[src/rtl/ram_arbiter.sv]
// ram_arbiter: round-robin two-master arbiter and access sequencer for a 256x16 single-port RAM
//
// Ports:
//   clk, rst               clock and synchronous active-high reset
//   m0_*/m1_* req,we,addr,wdata  level request with operation, address and write data
//   m0_*/m1_* gnt,done     one-cycle pulses marking the start and end of an access
//   m0_*/m1_* rdata        last read result per master, held until its next read completes
//   ram_cs/re/we/addr/data_out  registered RAM control and write data
//   ram_data_in            RAM read data, valid RD_LAT cycles after ram_re first rises
//   busy                   high whenever the sequencer is not idle
module ram_arbiter #(
    parameter int RD_LAT = 1
) (
    input  logic        clk,
    input  logic        rst,
    input  logic        m0_req,
    input  logic        m0_we,
    input  logic [7:0]  m0_addr,
    input  logic [15:0] m0_wdata,
    output logic        m0_gnt,
    output logic        m0_done,
    output logic [15:0] m0_rdata,
    input  logic        m1_req,
    input  logic        m1_we,
    input  logic [7:0]  m1_addr,
    input  logic [15:0] m1_wdata,
    output logic        m1_gnt,
    output logic        m1_done,
    output logic [15:0] m1_rdata,
    output logic        ram_cs,
    output logic        ram_re,
    output logic        ram_we,
    output logic [7:0]  ram_addr,
    output logic [15:0] ram_data_out,
    input  logic [15:0] ram_data_in,
    output logic        busy
);
    localparam logic [1:0] IDLE   = 2'd0;
    localparam logic [1:0] ACCESS = 2'd1;
    localparam logic [1:0] WAIT   = 2'd2;
    localparam logic [1:0] DONE   = 2'd3;
    logic [1:0] state;
    logic [2:0] cnt;
    logic       last_grant;
    logic       win;
    logic       pick;
    logic       pick_we;
    // On a collision the master that did not win last time goes first.
    always_comb begin
        pick    = (m0_req && m1_req) ? ~last_grant : m1_req;
        pick_we = pick ? m1_we : m0_we;
    end
    // The RAM control registers double as the latched request, so later
    // changes on the master inputs cannot affect an access in flight.
    always_ff @(posedge clk) begin
        if (rst) begin
            state        <= IDLE;
            cnt          <= '0;
            last_grant   <= 1'b1;
            win          <= 1'b0;
            m0_gnt       <= 1'b0;
            m1_gnt       <= 1'b0;
            m0_done      <= 1'b0;
            m1_done      <= 1'b0;
            m0_rdata     <= '0;
            m1_rdata     <= '0;
            ram_cs       <= 1'b0;
            ram_re       <= 1'b0;
            ram_we       <= 1'b0;
            ram_addr     <= '0;
            ram_data_out <= '0;
            busy         <= 1'b0;
        end else begin
            m0_gnt  <= 1'b0;
            m1_gnt  <= 1'b0;
            m0_done <= 1'b0;
            m1_done <= 1'b0;
            case (state)
                IDLE: if (m0_req || m1_req) begin
                    state        <= ACCESS;
                    busy         <= 1'b1;
                    win          <= pick;
                    last_grant   <= pick;
                    m0_gnt       <= ~pick;
                    m1_gnt       <= pick;
                    ram_cs       <= 1'b1;
                    ram_we       <= pick_we;
                    ram_re       <= ~pick_we;
                    ram_addr     <= pick ? m1_addr : m0_addr;
                    ram_data_out <= pick_we ? (pick ? m1_wdata : m0_wdata) : 16'h0;
                end
                ACCESS: begin
                    ram_we       <= 1'b0;
                    ram_data_out <= '0;
                    if (ram_we) begin
                        state   <= DONE;
                        ram_cs  <= 1'b0;
                        m0_done <= ~win;
                        m1_done <= win;
                    end else begin
                        state <= WAIT;
                        cnt   <= 3'(RD_LAT);
                    end
                end
                WAIT: if (cnt == 3'd1) begin
                    state   <= DONE;
                    ram_cs  <= 1'b0;
                    ram_re  <= 1'b0;
                    m0_done <= ~win;
                    m1_done <= win;
                    if (win) m1_rdata <= ram_data_in;
                    else     m0_rdata <= ram_data_in;
                end else begin
                    cnt <= cnt - 3'd1;
                end
                default: begin
                    state <= IDLE;
                    busy  <= 1'b0;
                end
            endcase
        end
    end
endmodule
[config.mk]
export PLATFORM = sky130hd
export DESIGN_NAME = ram_arbiter
export DESIGN_NICKNAME = d
export VERILOG_FILES = /design/src/rtl/ram_arbiter.sv
export SDC_FILE = /design/constraint.sdc
export NUM_CORES = 1
export LEC_CHECK = 0
export ABC_AREA = 1
export BUFFER_PORTS_ARGS = -buffer_cell sky130_fd_sc_hd__buf_2
export CORE_MARGIN = 1.5
export CORE_UTILIZATION = 42
export CTS_BUF_LIST = sky130_fd_sc_hd__clkbuf_8 sky130_fd_sc_hd__clkbuf_16
export DETAILED_ROUTE_END_ITERATION = 10
export PLACE_DENSITY = 0.75
export REMOVE_ABC_BUFFERS = 1
export SLEW_MARGIN = 20
export SYNTH_ARGS = -nofsm -noshare
export SYNTH_HDL_FRONTEND = slang
export SYNTH_SLANG_ARGS = --single-unit
[constraint.sdc]
create_clock -name clk -period 1.6 [get_ports clk]
set_clock_uncertainty 0.15 [all_clocks]
set_input_delay 0.08 -clock clk [delete_from_list [all_inputs] [get_ports clk]]
set_output_delay 0.08 -clock clk [all_outputs]
set_load 0.05 [all_outputs]
==> out/metrics.yaml <==
violations: "hold timing"
tightest_slew_ps: 440
drt-total-wl_mm: 10.7
syn_area_per_cell_um2: 7.36
cp_slowest_cell: "dfxtp_1"
finalSetupTns_ps: 0
vias: 3803
vias_per_cell: 5.26
drc: 0
core_region_area_um2: 6910
ant_nets: 0
fmax_ghz: 0.643
status: "complete, but fails checks"
mostFrequentLayoutCells: "buf_2 (133), nand2_1 (86), nand3_1 (69), dfxtp_1 (69), dlygate4sd3_1 (66)"
cts_tree: "done"
nets: 699
grt_pass1_vias: 3539
clockBufferDepth: 2
dieArea_um2: 7770
ir_drop_mv: 0.993
firstDrtPassIters: 6
crit_path_max_fanout: 17
cts-root-buf: "clkbuf_8"
dp_hpwl_mm: 6.10
final_cell_area_um2: 4920
io_buffers: 133
crit_family: "simple AND/OR/NAND/NOR gates"
fin_ws_ps: 44.5
pwr_density_cell_nw_per_um2: 1460
rows: 30
synth-seq-area-share_pct: 46.7
hp-class: "input port to flop"
dpl_cell_area_um2: 3880
p_leak_nw: 2.33
finalCriticalPeriod_ps: 1560
holdWs_ps: -3.72
finalHoldViolCount: 1
io_pins: 134
path_clk_slew_ps: 70
synth_seq_cells: 71
seq_area_um2: 1420
routabilityCongestion: 0.835
period_share_pct: 97.2
routedWlPerCell_um: 14.8
relSlewSlack_pct: 70.7
crit_required_ps: 1720
clkLatencyLatePin_ps: 340
drt_iter0_markers: 191
fill_cells: 505
arrival_ps: 1680
criticalPathCategory: "flop to flop"
layout_commonest_cell: "buf_2"
syn_to_final_growth_pct: 61.5
grt_pass1_wl_mm: 16.8
grt_setup_unrepaired: "yes"
grtUsageTotal_pct: 28.0
multi_input_area_um2: 1510
critPathLaunchType: "flop"
dp_slack_ps: -134
maxSlewViolCount: 0
setup_violations: 0
die_h_um: 88.2
critical_path.max_stage_delay_ps: 350
cp_cell_sequence: "nand2_2 > nand2_8 > nand2_1 > nand2_4 > nand3_1 > a21oi_2"
diodes: 0
clock-sinks: 71
yosysUniqueCellTypes: 23
antenna_found_initial: 0
worst_setup_path_end_kind: "flop"
initial_core_util_pct: 44.1
drive_gt1_share_pct: 31.9
die_width_um: 88.2
cts_max_level: 3
grt_max_degree: 41
drv_cap: 0
path_buf_inv: 0
numCtsBuffers: 9
syn_inst: 414
netlist_area_um2: 3050
ys.warnings.count: 0
grt-ovfl-total: 0
[where the power goes]
part | switching [mW] | total, mW | leakage [nW] | internal, mW
clock network | 0.635 | 1.63 | 0.118 | 0.995
registers | 0.173 | 2.23 | 0.578 | 2.06
logic | 2.21 | 3.35 | 1.63 | 1.14
[cell usage after synthesis]
| cell | count | area [um2] |
|---|---|---|
| a21oi_1 | 37 | 185 |
| a31oi_1 | 8 | 50.1 |
| buf_2 | 7 | 35.0 |
| buf_4 | 2 | 15.0 |
| buf_6 | 1 | 11.3 |
| clkbuf_1 | 16 | 60.1 |
| dfxtp_1 | 71 | 1420 |
| ha_1 | 6 | 75.1 |
| inv_1 | 12 | 45.0 |
| inv_2 | 4 | 15.0 |
| nand2_1 | 87 | 327 |
| nand2_2 | 4 | 25.0 |
| nand2_4 | 1 | 11.3 |
| nand3_1 | 69 | 345 |
| nand4_1 | 2 | 12.5 |
| nor2_1 | 33 | 124 |
| nor2_2 | 3 | 18.8 |
| nor2_4 | 1 | 11.3 |
| nor3_1 | 18 | 90.1 |
| o2111ai_1 | 1 | 8.76 |
| o21ai_0 | 16 | 80.1 |
| o21ai_1 | 14 | 70.1 |
| xnor2_1 | 1 | 8.76 |
[layer usage]
metal  vias to the layer above  share of wire (%)  track usage [%]
met3                        42                 10             6.88
met5                         -                  0                0
met1                      1697                 41             34.9
met2                       243                 45             44.1
met4                         0                3.3             16.1
li1                       1821                  -                -
[repair_timing]
action,4_1_cts,5_1_grt
setup endpoints to repair,20,65
setup buffers,0,5
pin swaps,0,6
endpoints found under the hold margin,57,0
hold buffers,66,0
gates resized for setup,3,22
[per-stage QoR]
| step | hold slack [ps] | utilization [%] | instances | power (mW) |
|---|---|---|---|---|
| after global routing | 7.35 | 71.2 | 723 | 7.60 |
| after detailed placement | 191 | 56.3 | 637 | 5.17 |
| after CTS | 8.85 | 69.3 | 718 | 6.94 |
| after global placement | 182 | 56.3 | 637 | 5.13 |
| final | -3.72 | 71.2 | 723 | 7.20 |
| after floorplan | -0.934 | - | 388 | 4.20 |
[logic make-up after synthesis]
group	after synthesis	synth area share, %
XOR/XNOR	1	0.288
adder cells (fa/ha/maj)	6	2.47
AND/OR/NAND/NOR	218	31.7
buffers and inverters	42	5.96
flip-flops	71	46.7
AO/OA/AOI/OAI	76	12.9
[registers in the layout, summed over array words and instances, names as in the netlist]
register	cells
ram_addr	8
cnt	3
ram_data_out	16
ram_cs	1
ram_re	1
busy	1
m1_done	1
m0_rdata	16
last_grant	1
m0_gnt	1
m1_rdata	16
ram_we	1
m1_gnt	1
win	1
state	2
m0_done	1
[worst reg2reg max path: stages, from the launching register on]
cell and delay [ps]:
dfxtp_1 350, nand2_2 160, nand2_8 170, nand2_1 130
nand2_4 200, nand3_1 170, a21oi_2 160
[worst paths after layout]
| path | startpoint | to | slack, ps | cells after the start |
|---|---|---|---|---|
| worst max-delay path | last_grant$_SDFFE_PP1P_ | ram_data_out[1]$_SDFFE_PP0P_ | 40 | 6 |
| worst min-delay path | m0_req | last_grant$_SDFFE_PP1P_ | -4 | 4 |
| worst max register to register | last_grant$_SDFFE_PP1P_ | ram_data_out[1]$_SDFFE_PP0P_ | 40 | 6 |
| worst min register to register | m0_rdata[11]$_SDFFE_PP0P_ | m0_rdata[11]$_SDFFE_PP0P_ | 310 | 2 |
[final cells by class]
type | count | share of cell area [%]
repair buffers | 224 | 32.0
multi-input cells | 301 | 30.6
flip-flops and latches | 71 | 29.0
clock buffers | 12 | 3.36
well taps | 96 | 2.44
clock inverters | 3 | 1.32
inverters | 16 | 1.27
Power figures use the tool's default switching activity.
